--- config.mk ---
export PLATFORM = sky130hd
export DESIGN_NAME = axi_llc_scrub_sched
export DESIGN_NICKNAME = d
export VERILOG_FILES = /design/src/rtl/axi_llc_scrub_sched.sv
export SDC_FILE = /design/constraint.sdc
export NUM_CORES = 1
export LEC_CHECK = 0
export ABC_CLOCK_PERIOD_IN_PS = 7700
export CAP_MARGIN = 20
export CORE_MARGIN = 4
export CORE_UTILIZATION = 50
export CTS_CLUSTER_DIAMETER = 80
export DETAILED_ROUTE_END_ITERATION = 10
export PLACE_DENSITY = 0.81
export SLEW_MARGIN = 25
export SYNTH_ARGS = -nofsm -noshare
export SYNTH_HDL_FRONTEND = slang
export SYNTH_SLANG_ARGS = --single-unit
--- constraint.sdc ---
create_clock -name clk_i -period 7.7 [get_ports clk_i]
set_clock_uncertainty 0.15 [all_clocks]
set_input_delay 1.54 -clock clk_i [delete_from_list [all_inputs] [get_ports clk_i]]
set_output_delay 1.54 -clock clk_i [all_outputs]
set_load 0.005 [all_outputs]
--- src/rtl/axi_llc_scrub_sched.sv ---
// Background ECC scrub scheduler for the LLC data ways.
// Walks (way, granule) pairs round-robin, emits paced one-hot scrub triggers,
// skips disabled ways and counts corrected/uncorrectable events.
// Optional feature: define AXI_LLC_SCRUB_IRQ_EN to add a sticky uncorrectable irq
// (irq_o) with its clear input (irq_clr_i).
module axi_llc_scrub_sched #(
    parameter int unsigned NumWays       = 8,
    parameter int unsigned NumGran       = 4,
    parameter int unsigned IntervalWidth = 16,
    parameter int unsigned CntWidth      = 16
) (
    input  logic                                           clk_i,
    input  logic                                           rst_i,
    input  logic                                           en_i,
    input  logic [IntervalWidth-1:0]                       interval_i,
    input  logic [NumWays-1:0]                             way_mask_i,
    input  logic                                           clr_cnt_i,
    output logic [NumWays*NumGran-1:0]                     scrub_trigger_o,
    input  logic [NumWays*NumGran-1:0]                     scrubber_fix_i,
    input  logic [NumWays*NumGran-1:0]                     scrub_uncorrectable_i,
    output logic [CntWidth-1:0]                            fix_cnt_o,
    output logic [CntWidth-1:0]                            uncorr_cnt_o,
    output logic [((NumWays > 1) ? $clog2(NumWays) : 1)-1:0] cur_way_o,
    output logic [((NumGran > 1) ? $clog2(NumGran) : 1)-1:0] cur_gran_o,
    output logic                                           busy_o,
    output logic                                           sweep_done_o
`ifdef AXI_LLC_SCRUB_IRQ_EN
    ,
    input  logic                                           irq_clr_i,
    output logic                                           irq_o
`endif
);

    localparam int unsigned WayW = (NumWays > 1) ? $clog2(NumWays) : 1;
    localparam int unsigned GranW = (NumGran > 1) ? $clog2(NumGran) : 1;
    localparam int unsigned TotW = NumWays * NumGran;
    localparam int unsigned IdxW = (TotW > 1) ? $clog2(TotW) : 1;
    localparam int unsigned SumW = CntWidth + 1;

    typedef enum logic [1:0] {
        S_IDLE = 2'd0,
        S_WAIT = 2'd1,
        S_TRIG = 2'd2
    } state_t;

    state_t                     r_state;
    state_t                     w_state_nxt;
    logic [IntervalWidth-1:0]   r_cnt;
    logic [WayW-1:0]            r_way;
    logic [GranW-1:0]           r_gran;
    logic [TotW-1:0]            r_trig;
    logic                       r_busy;
    logic                       r_sweep;
    logic [CntWidth-1:0]        r_fix_cnt;
    logic [CntWidth-1:0]        r_unc_cnt;

    logic                       w_active;
    logic                       w_gran_wrap;
    logic [GranW-1:0]           w_gran_nxt;
    logic [WayW-1:0]            w_next_way;
    logic [IdxW-1:0]            w_trig_idx;
    logic [TotW-1:0]            w_trig_d;
    logic                       w_busy_d;
    logic                       w_sweep_d;
    logic [SumW-1:0]            w_fix_sum;
    logic [SumW-1:0]            w_unc_sum;

    assign w_active    = en_i & (|way_mask_i);
    assign w_gran_wrap = (r_gran == GranW'(NumGran - 1));
    assign w_gran_nxt  = w_gran_wrap ? '0 : r_gran + GranW'(1);
    assign w_trig_idx  = IdxW'(r_way) * IdxW'(NumGran) + IdxW'(r_gran);

    // Next enabled way strictly above r_way with wraparound; r_way itself is the last candidate
    always_comb begin
        int unsigned v_idx;
        logic        v_found;
        w_next_way = r_way;
        v_found    = 1'b0;
        v_idx      = 0;
        for (int unsigned i = 1; i <= NumWays; i++) begin
            v_idx = (32'(r_way) + i) % NumWays;
            if (!v_found && way_mask_i[WayW'(v_idx)]) begin
                w_next_way = WayW'(v_idx);
                v_found    = 1'b1;
            end
        end
    end

    // FSM state register
    always_ff @(posedge clk_i) begin
        if (rst_i) begin
            r_state <= S_IDLE;
        end else begin
            r_state <= w_state_nxt;
        end
    end

    // FSM next-state logic
    always_comb begin
        w_state_nxt = r_state;
        unique case (r_state)
            S_IDLE:  if (w_active) w_state_nxt = S_WAIT;
            S_WAIT: begin
                if (!w_active)          w_state_nxt = S_IDLE;
                else if (r_cnt == '0)   w_state_nxt = S_TRIG;
            end
            S_TRIG:  w_state_nxt = w_active ? S_WAIT : S_IDLE;
            default: w_state_nxt = S_IDLE;
        endcase
    end

    // FSM outputs, computed one cycle ahead so the output registers line up with the state
    always_comb begin
        w_trig_d  = '0;
        w_busy_d  = (w_state_nxt != S_IDLE);
        w_sweep_d = 1'b0;
        if (w_state_nxt == S_TRIG && way_mask_i[r_way]) begin
            w_trig_d[w_trig_idx] = 1'b1;
        end
        if (r_state == S_TRIG && w_gran_wrap && (w_next_way <= r_way)) begin
            w_sweep_d = 1'b1;
        end
    end

    // Interval counter, pointers and registered FSM outputs
    always_ff @(posedge clk_i) begin
        if (rst_i) begin
            r_cnt   <= '0;
            r_way   <= '0;
            r_gran  <= '0;
            r_trig  <= '0;
            r_busy  <= 1'b0;
            r_sweep <= 1'b0;
        end else begin
            r_trig  <= w_trig_d;
            r_busy  <= w_busy_d;
            r_sweep <= w_sweep_d;
            if (w_state_nxt == S_WAIT && r_state != S_WAIT) begin
                r_cnt <= interval_i;
            end else if (r_state == S_WAIT && r_cnt != '0) begin
                r_cnt <= r_cnt - IntervalWidth'(1);
            end
            if (r_state == S_TRIG) begin
                r_gran <= w_gran_nxt;
                if (w_gran_wrap) r_way <= w_next_way;
            end
        end
    end

    assign w_fix_sum = {1'b0, r_fix_cnt} + SumW'($countones(scrubber_fix_i));
    assign w_unc_sum = {1'b0, r_unc_cnt} + SumW'($countones(scrub_uncorrectable_i));

    // Saturating event counters; a clear drops that cycle's events
    always_ff @(posedge clk_i) begin
        if (rst_i || clr_cnt_i) begin
            r_fix_cnt <= '0;
            r_unc_cnt <= '0;
        end else begin
            r_fix_cnt <= w_fix_sum[CntWidth] ? '1 : w_fix_sum[CntWidth-1:0];
            r_unc_cnt <= w_unc_sum[CntWidth] ? '1 : w_unc_sum[CntWidth-1:0];
        end
    end

`ifdef AXI_LLC_SCRUB_IRQ_EN
    logic r_irq;

    // Sticky uncorrectable interrupt; a new event beats a same-cycle clear
    always_ff @(posedge clk_i) begin
        if (rst_i) begin
            r_irq <= 1'b0;
        end else if (|scrub_uncorrectable_i) begin
            r_irq <= 1'b1;
        end else if (irq_clr_i) begin
            r_irq <= 1'b0;
        end
    end

    assign irq_o = r_irq;
`endif

    assign scrub_trigger_o = r_trig;
    assign busy_o          = r_busy;
    assign sweep_done_o    = r_sweep;
    assign cur_way_o       = r_way;
    assign cur_gran_o      = r_gran;
    assign fix_cnt_o       = r_fix_cnt;
    assign uncorr_cnt_o    = r_unc_cnt;

endmodule

After elaboration in Yosys (flattened, before gate mapping)
Index checks and enable logic that the tools add are counted.
- add/sub/neg operators: 75
- reductions and logical operators: 29
- eq/ne operators: 6
- order comparisons: 12
- bitwise logic cells: 2
- muxes and demuxes: 46
- operators by type and width (kind ; number):
    $add 1x1->2 ; 32
    $mux 16 ; 4
    $add 2x2->3 ; 16
    $lt 3x4->1 const B ; 9
    $add 16x6->17 ; 2
    $add 3x3->4 ; 8
    $bmux 1 s3 ; 9
    $mux 3 ; 8
    $add 4x4->5 ; 4
    $mux 1 ; 19
    $logic_not 16->1 ; 1
    $reduce_bool 16->1 ; 1
    $sub 16x1->16 const B ; 1
    $logic_and 1x1->1 ; 13
    $add 3x3->3 const B ; 4
    $add 5x5->6 ; 2
    $mux 2 ; 4
    $reduce_or 8->1 ; 1
    $logic_not 1->1 ; 7
    $add 3x1->3 const B ; 2
    $add 3x2->3 const B ; 2
    $eq 2x2->1 const B ; 3
    $lt 5x6->1 const B ; 1
    $pmux 2 s3 ; 1
    14 further kinds ; 16
- output and inout bits: 71
- register bits: 89
- bits of input ports: 92
- word-level logic and storage cells: 179

Logic depth before layout (Yosys ltp)
Gate-level depths: netlist (run 1).
- word-level depth: 28
- depth in mapped cells: 19

Worst setup path before layout (run 1)
OpenSTA, ideal clock, no wires.
- kind: input to register
- from: input port scrub_uncorrectable_i[0]
- to: register r_unc_cnt[10], in the netlist uncorr_cnt_o[10]
- stages on the path: 18
- data arrival time: 6459 ps
- setup time: 133 ps
- required time: 7417 ps
- setup slack: 959 ps
- cell sequence: fa_1 > inv_1 > fa_1 > fa_1 > fa_1 > fa_1 > fa_1 > fa_1 > inv_1 > fa_1 > a21o_1 > a21oi_1 > o21ai_0 > a21oi_1 > o21bai_1 > nand2_1 > clkbuf_1 > a21oi_1
- word-level cells in the longest chain between the ends: 7
- ends and longest elaborated chain (element ; RTL line ; RTL):
    start: declaration ; 20 ; input logic [NumWays*NumGran-1:0] scrub_uncorrectable_i,
    $add 1x1->2 (implied by the code) ; 151 ; assign w_unc_sum = {1'b0, r_unc_cnt} + SumW'($countones(scrub_uncorrectable_i));
    $add 2x2->3 (implied by the code) ; 151 ;
    $add 3x3->4 (implied by the code) ; 151 ;
    $add 4x4->5 (implied by the code) ; 151 ;
    $add 5x5->6 (implied by the code) ; 151 ;
    $add 16x6->17 ; 151 ;
    $mux 16 ; 160 ; r_unc_cnt <= w_unc_sum[CntWidth] ? '1 : w_unc_sum[CntWidth-1:0];
    end signal: assignment ; 160 ;
    end: declaration ; 55 ; logic [CntWidth-1:0] r_unc_cnt;
Every way passes these cells.
A chain may end at the register's enable or synchronous reset.

Worst setup path in the final report (run 1)
- from: input port scrubber_fix_i[0]
- to: register r_fix_cnt[13], in the netlist fix_cnt_o[13]
- word-level cells in the longest chain between the ends: 7
- ends and longest elaborated chain (element ; RTL line ; RTL):
    start: declaration ; 19 ; input logic [NumWays*NumGran-1:0] scrubber_fix_i,
    $add 1x1->2 (implied by the code) ; 150 ; assign w_fix_sum = {1'b0, r_fix_cnt} + SumW'($countones(scrubber_fix_i));
    $add 2x2->3 (implied by the code) ; 150 ;
    $add 3x3->4 (implied by the code) ; 150 ;
    $add 4x4->5 (implied by the code) ; 150 ;
    $add 5x5->6 (implied by the code) ; 150 ;
    $add 16x6->17 ; 150 ;
    $mux 16 ; 159 ; r_fix_cnt <= w_fix_sum[CntWidth] ? '1 : w_fix_sum[CntWidth-1:0];
    end signal: assignment ; 159 ;
    end: declaration ; 54 ; logic [CntWidth-1:0] r_fix_cnt;
Every way passes these cells.

==> results of run 1 <==
## sequential cells by signal, indices dropped and copies added, names as in the netlist
signal	cells
busy_o	1
fix_cnt_o	16
r_state	2
sweep_done_o	1
cur_way_o	3
cur_gran_o	2
uncorr_cnt_o	16
scrub_trigger_o	32
r_cnt	16
## area by class of cell
class | count | area (µm²) | share of cell area
clock inverter | 6 | 65.1 | 0.00792
multi-input combinational | 439 | 3880 | 0.472
clock buffer | 10 | 239 | 0.0291
tap | 147 | 184 | 0.0224
sequential | 89 | 1780 | 0.217
inverter | 108 | 405 | 0.0493
timing repair buffer | 168 | 1670 | 0.203
## cell usage in the layout, fill, tap and decap left out, types with 9 or more instances in the layout
master	instances
fa_1	52
xor2_1	13
clkdlybuf4s50_1	162
inv_1	107
clkbuf_16	9
xnor2_1	21
nand2_1	45
nor3_1	10
o21ai_0	14
a211oi_1	18
ha_1	44
mux4_2	11
dfxtp_1	89
a21oi_1	40
nor2_1	65
## worst paths after layout
kind	endpoint	slack (ns)	depth (start not counted)
worst max-delay path	fix_cnt_o[13]	0.41	19
worst min-delay path	r_cnt[13]	0.34	2
worst max register to register	fix_cnt_o[13]	2.24	17
worst min register to register	r_cnt[13]	0.34	2
## kinds of logic after synthesis
| logic type | count (synthesis) | share of synthesized area |
|---|---|---|
| AND/OR/NAND/NOR | 173 | 0.136 |
| buffers and inverters | 126 | 0.0792 |
| AO/OA/AOI/OAI | 111 | 0.118 |
| adder cells (fa/ha/maj) | 96 | 0.259 |
| flip-flops | 89 | 0.290 |
| XOR/XNOR | 34 | 0.0485 |
| multiplexers | 25 | 0.0698 |
## through the flow
step / util / cells / cell area, µm² / hold WS (ns)
floorplan: - / 654 / 6140 / 0.297
detailed placement: 0.659 / 951 / 7910 / 0.334
global route: 0.684 / 967 / 8220 / 0.371
global placement: 0.659 / 951 / 7910 / 0.309
finish: 0.684 / 967 / 8220 / 0.342
CTS: 0.684 / 967 / 8220 / 0.344
## power by group through the flow
| stage | Combinational [mW] | Sequential (mW) | Clock, mW |
|---|---|---|---|
| final | 1.50 | 0.514 | 0.444 |
| after global routing | 1.76 | 0.517 | 0.470 |
| after CTS | 1.53 | 0.514 | 0.453 |
| after detailed placement | 1.51 | 0.525 | 0 |
| after global placement | 1.44 | 0.524 | 0 |
| after floorplan | 1.12 | 0.521 | 0 |
## worst reg2reg max path: cells and delay by family (launching register included)
family                   cells  cell delay [ns]
flip-flops                   1             0.34
AND/OR/NAND/NOR              2             0.47
AO/OA/AOI/OAI                6             1.13
buffers and inverters        2             0.15
adder cells (fa/ha/maj)      7             3.12
## layer usage
layer | track usage | up-vias | part of all wire | wire length (µm)
met4 | 0.0847 | 0 | 0.019 | 282
li1 | - | 2506 | - | -
met1 | 0.269 | 2462 | 0.43 | 6270
met3 | 0.0442 | 23 | 0.057 | 831
met5 | 0 | - | 0 | 0
met2 | 0.372 | 161 | 0.49 | 7180
==> impl_metrics.json, run 1 <==
{
  "outcome": "completed",
  "die_h_um": 119,
  "initial_core_util": 0.512,
  "cts_buffers": 9,
  "cts_hold_buf": 0,
  "cts_tree": "built",
  "reg2reg_from": "fix_cnt_o[0]",
  "p_leak_nw": 3.45,
  "cp_common_cell": "fa_1",
  "drtIter0Drc": 198,
  "worst_setup_path_end_kind": "flip-flop",
  "wire_per_inst_um": 15.1,
  "min_path_type": "reg -> reg",
  "syn-instance-count": 654,
  "clock_latency_ns": 0.34,
  "routed_wl_um": 14600,
  "first_pass_iters": 5,
  "synth_common_cells": "inv_1, dfxtp_1, nor2_1, fa_1, nand2_1",
  "yosysUniqueCellTypes": 62,
  "place_ws_ns": 0.0184,
  "critPathKind": "in -> reg",
  "grt_start_max_net_pins": 32,
  "slew_viol_final": 0,
  "switching_share": 0.401,
  "worstMarginPinSlew_ns": 0.660,
  "area_growth_pct": 33.7,
  "syn_area_per_cell_um2": 9.40,
  "die-area_um2": 14100,
  "cp.buffers_inverters": 3,
  "synthFlopType": "dfxtp_1",
  "max_stage_delay_ns": 0.56,
  "seq_power_share": 0.209,
  "gp_congestion": 0.929,
  "switchingPower_mw": 0.988,
  "cpLargestDelayFamily": "adder cells",
  "fillCellCount": 924,
  "crit_arrival_ns": 7.39,
  "grt_pass1_vias": 5440,
  "antenna_found_initial": 0,
  "root_buffer": "clkbuf_16",
  "grt_pass1_wl_um": 25400,
  "synth_edf_count": 0,
  "drcViolationCount": 0,
  "vias_per_cell": 5.33,
  "slew_headroom": 0.558,
  "cts-resized-gates": 0,
  "async_flop_share": 0,
  "synth.area.top_cells": "dfxtp_1, fa_1, ha_1",
  "ys_warn_count": 0,
  "nets": 1003,
  "dpl.hpwl_um": 11800,
  "power.total_mw": 2.46,
  "numClockSinks": 89,
  "combPwrFrac": 0.611,
  "crit_start": "scrubber_fix_i[0]",
  "dr_total_vias": 5152,
  "chipWidth_um": 119,
  "clk_pin_slew_ns": 0.06,
  "syn-cell-area_um2": 6140,
  "yosysMostFrequentCell": "inv_1",
  "port_buffers": 162,
  "synth-seq-area-share": 0.290,
  "drive_gt1_frac": 0.0598,
  "synth_seq_cells": 89,
  "synth.top_cell.area_share": 0.290,
  "max_clock_freq_mhz": 137,
  "placement_rows": 40,
  "p_int_mw": 1.47,
  "h-tree-depth": 3,
  "grt-ovfl-total": 0,
  "fin_ws_ns": 0.410,
  "cp_slowest_cell": "fa_1",
  "ant_nets": 0,
  "fin_tns_setup_ns": 0,
  "rsz0062_at_grt": "false",
  "grt.total_usage": 0.217,
  "power.density_nw_per_um2": 300,
  "min_period_ns": 7.29,
  "critPathRequiredTime_ns": 7.80,
  "diodes": 0,
  "path_cells": "clkdlybuf4s50_1 > fa_1 > inv_1 > fa_1 > fa_1 > fa_1 > fa_1 > fa_1 > fa_1 > inv_1 > fa_1 > a21o_1 > a21oi_1 > o21ai_0 > a21oi_1 > o21bai_1 > nand4_1 > and4_1 > a211oi_1",
  "worstSetupStartpointType": "input port",
  "max_cap_violations": 0,
  "postCtsSetupBuffers": 0,
  "ctsLongestPathBuffers": 2,
  "syn-num-nets": 842,
  "vdd_drop_max_mv": 0.243,
  "fin_crit_sh": 0.947,
  "hold_violations": 0,
  "worst-path-max-fanout": 5,
  "design.core.area_um2": 12000,
  "clkPwrFrac": 0.180,
  "synth_area_leader_cell": "dfxtp_1",
  "setup_viol": 0,
  "hp-start": "r_cnt[13]",
  "ioPinCount": 163
}
No activity file was read; power rests on OpenSTA's default activity.
==> run 2: changes to the inputs <==
Settings changed: SETUP_SLACK_MARGIN set to 0.4.
==> impl_metrics.json, run 2 (synthesis results as in run 1) <==
{
  "outcome": "completed",
  "fin_tns_setup_ns": 0,
  "h-tree-depth": 3,
  "grt_pass1_vias": 5440,
  "max_cap_violations": 0,
  "root_buffer": "clkbuf_16",
  "slew_viol_final": 0,
  "clock_latency_ns": 0.34,
  "worstMarginPinSlew_ns": 0.660,
  "crit_arrival_ns": 7.15,
  "area_growth_pct": 34.6,
  "grtUsageMet2": 0.371,
  "min_period_ns": 7.05,
  "cts_buffers": 9,
  "die-area_um2": 14100,
  "ioPinCount": 163,
  "die_h_um": 119,
  "stdcell_area_um2": 8270,
  "cts_hold_buf": 0,
  "drive_gt1_frac": 0.0716,
  "placed_area_um2": 7910,
  "first_pass_iters": 5,
  "chipWidth_um": 119,
  "vdd_drop_max_mv": 0.244,
  "top_usage_layer": "met2",
  "mostFrequentLayoutCells": "clkdlybuf4s50_1, inv_1, dfxtp_1",
  "vias_per_cell": 5.33,
  "diodes": 0,
  "cp.buffers_inverters": 3,
  "worst-path-max-fanout": 5,
  "numClockSinks": 89,
  "fin_ws_ns": 0.650,
  "largest_reg_flops": 32,
  "setup_viol": 0,
  "antenna_found_initial": 0,
  "grt.met1_usage": 0.269,
  "min_path_type": "reg -> reg",
  "p_leak_nw": 3.47,
  "cp_slowest_cell": "fa_1",
  "port_buffers": 162,
  "cp_common_cell": "fa_1",
  "grt.total_usage": 0.217,
  "routed_wl_um": 14600,
  "slew_headroom": 0.558,
  "finalCoreUtilization": 0.688,
  "place_inst": 951,
  "fin_crit_sh": 0.916,
  "worst_hold_slack_ns": 0.342,
  "hold_violations": 0,
  "grt_pass1_wl_um": 25400,
  "critPathKind": "in -> reg",
  "drtIter0Drc": 229,
  "max_clock_freq_mhz": 142,
  "critPathRequiredTime_ns": 7.80,
  "ant_nets": 0,
  "fin_cells": 971,
  "ctsLongestPathBuffers": 2,
  "wire_per_inst_um": 15.1,
  "design.core.area_um2": 12000,
  "clk_pin_slew_ns": 0.06,
  "worstSetupStartpointType": "input port",
  "cts_tree": "built",
  "nets": 1007,
  "cpLargestDelayFamily": "adder cells",
  "grt-ovfl-total": 0,
  "initial_core_util": 0.512,
  "place_ws_ns": 0.0184,
  "max_stage_delay_ns": 0.56,
  "fillCellCount": 913,
  "grt_start_max_net_pins": 32,
  "power.total_mw": 2.51,
  "drcViolationCount": 0,
  "dr_total_vias": 5180,
  "placement_rows": 40,
  "path_cells": "clkdlybuf4s50_1 > fa_1 > inv_1 > fa_1 > fa_1 > fa_1 > fa_1 > fa_1 > fa_1 > inv_1 > fa_1 > a21o_1 > a21oi_2 > o21ai_1 > a21oi_2 > o21bai_2 > nand4_1 > and4_1 > a211oi_1",
  "gp_congestion": 0.929,
  "power.density_nw_per_um2": 303,
  "dpl.hpwl_um": 11800,
  "final_common_cell": "clkdlybuf4s50_1",
  "worst_setup_path_end_kind": "flip-flop",
  "rsz0062_at_grt": "false",
  "use_met3": 0.0442
}
==> run 2: worst min-delay path, stage by stage, from the launching register on <==
cell      delay, ns
dfxtp_1        0.33
nand2_1        0.06
a211oi_1       0.05
==> run 2: per-layer routing <==
metal	vias up	part of all wire
met4	0	0.021
met3	26	0.056
met5	-	0
met2	167	0.50
li1	2512	-
met1	2475	0.43
==> run 2: worst paths after layout <==
path,startpoint,to,slack (ns),cells past startpoint
worst max-delay path,scrubber_fix_i[0],fix_cnt_o[13],0.65,19
worst max register to register,fix_cnt_o[0],fix_cnt_o[13],2.48,17
worst min-delay path,r_cnt[13],r_cnt[13],0.34,2
worst min register to register,r_cnt[13],r_cnt[13],0.34,2
==> run 2: what timing repair did <==
item | in CTS | in global routing
resized for setup | 1 | 9
pin swaps | 0 | 3
setup buffers | 0 | 4
endpoints found under the setup margin | 3 | 28
==> run 2: report_power, final <==
part	leakage (nW)	switching, mW	internal [mW]
Sequential	0.723	0.0202	0.494
Clock	0.149	0.183	0.261
Combinational	2.60	0.813	0.735
Total	3.47	1.02	1.49
==> run 2: cell type report <==
cell class,instances,area [µm²],area share
multi-input combinational,439,3900,0.471
sequential,89,1780,0.215
timing repair buffer,172,1700,0.205
inverter,108,405,0.0490
clock buffer,10,239,0.0289
tap,147,184,0.0222
clock inverter,6,65.1,0.00787
==> patch: new RTL, settings of run 2 <==
Remove the register `r_trig`: a continuous assignment takes its place, so the output `scrub_trigger_o` follows one clock earlier.
--- a/src/rtl/axi_llc_scrub_sched.sv
+++ b/src/rtl/axi_llc_scrub_sched.sv
@@ -128,11 +128,9 @@
             r_cnt   <= '0;
             r_way   <= '0;
             r_gran  <= '0;
-            r_trig  <= '0;
             r_busy  <= 1'b0;
             r_sweep <= 1'b0;
         end else begin
-            r_trig  <= w_trig_d;
             r_busy  <= w_busy_d;
             r_sweep <= w_sweep_d;
             if (w_state_nxt == S_WAIT && r_state != S_WAIT) begin
@@ -146,6 +144,8 @@
             end
         end
     end
+
+    assign r_trig = w_trig_d;
 
     assign w_fix_sum = {1'b0, r_fix_cnt} + SumW'($countones(scrubber_fix_i));
     assign w_unc_sum = {1'b0, r_unc_cnt} + SumW'($countones(scrub_uncorrectable_i));
Check against the original RTL: not settled (the Yosys comparison gave no result); the edit may change what the design does.
==> patch against run 2 <==
  * Power fell by 6.8%
  * Synthesized cell count is the same
  * Sequential power decreased by 32%
  * Setup slack got worse by 0.030 ns
  * Wire length down 0.48%
  * Final area is 6.5% lower
  * Area after synthesis fell by 8.2%
  * Sequential cell count decreased by 32
  * Critical path type unchanged
  * Largest cell class unchanged
==> patch: results (changes against run 2) <==
place_inst: 942  # was 951
drive_above_1_share_pct: 7.07  # was 7.16%
grt_pass1_vias: 5245  # was 5,440
hold_end: "busy_o"  # was r_cnt[13]
syn_avg_cell_area_sq_um: 8.63  # was 9.40 sq um
max-slew-margin-rel_pct: 39.7  # was 55.8%
vdd_drop_max_uv: 341  # was 244 uV
hold_path_depth: 1  # was 2
whs_ns: 0.323  # was 0.342 ns
worst-path-max-fanout: 7  # was 5
setup.worst_path.start: "scrub_uncorrectable_i[11]"  # was scrubber_fix_i[0]
cts-resized-gates: 0  # was 1
grt_pass1_wl_mm: 23.8  # was 25.4 mm
grt_max_degree: 30  # was 32
regToRegStartpoint: "uncorr_cnt_o[0]"  # was fix_cnt_o[0]
drt_wl_total_mm: 14.6  # about the same
worstSkewPairLatency_ns: 0.32  # was 0.34 ns
globalRouteTotalUtil_pct: 22.0  # was 21.7%
gp_routability_congestion: 0.894  # was 0.929
hpwlAfterDp_mm: 11.7  # was 11.8 mm
worstHoldStart: "r_state[1]"  # was r_cnt[13]
status: "finished clean"  # unchanged
fillers: 844  # was 913
synthDistinctLibCells: 52  # was 62
postPlaceCellArea_sq_um: 7390  # was 7910 sq um
max_freq_mhz: 141  # was 142 MHz
layout.cells.non_filler: 960  # was 971
-- patch: changes by cell type in the layout (fill, tap and decap cells not counted), moves of 5 or more --
cell     change
dfxtp_1     -32
nor2_1      +13
o21ai_0     +11
a31oi_1      +9
nor3_1       +8
xor2_1       -6
buf_4        -5
mux4_2       +5
nor4_1       +5
o21ai_1      -5
-- patch: per-layer routing --
| metal | part of all wire [%] | vias up | GRT usage (%) |
|---|---|---|---|
| li1 | - | 2531 | - |
| met1 | 41 | 2496 | 27.9 |
| met2 | 51 | 191 | 37.6 |
| met3 | 5.8 | 36 | 4.18 |
| met4 | 2.6 | 0 | 7.44 |
| met5 | 0 | - | 0 |
-- patch: power by group --
| part | leakage [nW] | total [mW] | switching (mW) | internal, mW |
|---|---|---|---|---|
| Sequential | 0.465 | 0.351 | 0.0217 | 0.329 |
| Clock | 0.144 | 0.389 | 0.131 | 0.258 |
| Combinational | 2.55 | 1.60 | 0.853 | 0.743 |
-- patch: cell families (layout without fill, tap and decap cells) --
kind of cell | count (synthesis) | count (layout) | share of synthesized area [%]
flops | 57 | 57 | 20.2
fa+ha+maj | 96 | 96 | 28.2
compound gates | 122 | 122 | 13.4
simple gates | 198 | 198 | 16.9
buf+inv | 125 | 291 | 8.38
mux | 26 | 26 | 8.25
xor+xnor | 30 | 30 | 4.66
-- patch: area by class of cell --
| type | instances | area, sq um | area share (%) |
|---|---|---|---|
| repair buffers | 167 | 1650 | 21.4 |
| flip-flops and latches | 57 | 1140 | 14.8 |
| clock inverters | 3 | 40.0 | 0.518 |
| inverters | 108 | 405 | 5.25 |
| well taps | 140 | 175 | 2.27 |
| clock buffers | 13 | 250 | 3.24 |
| multi-input cells | 472 | 4060 | 52.6 |
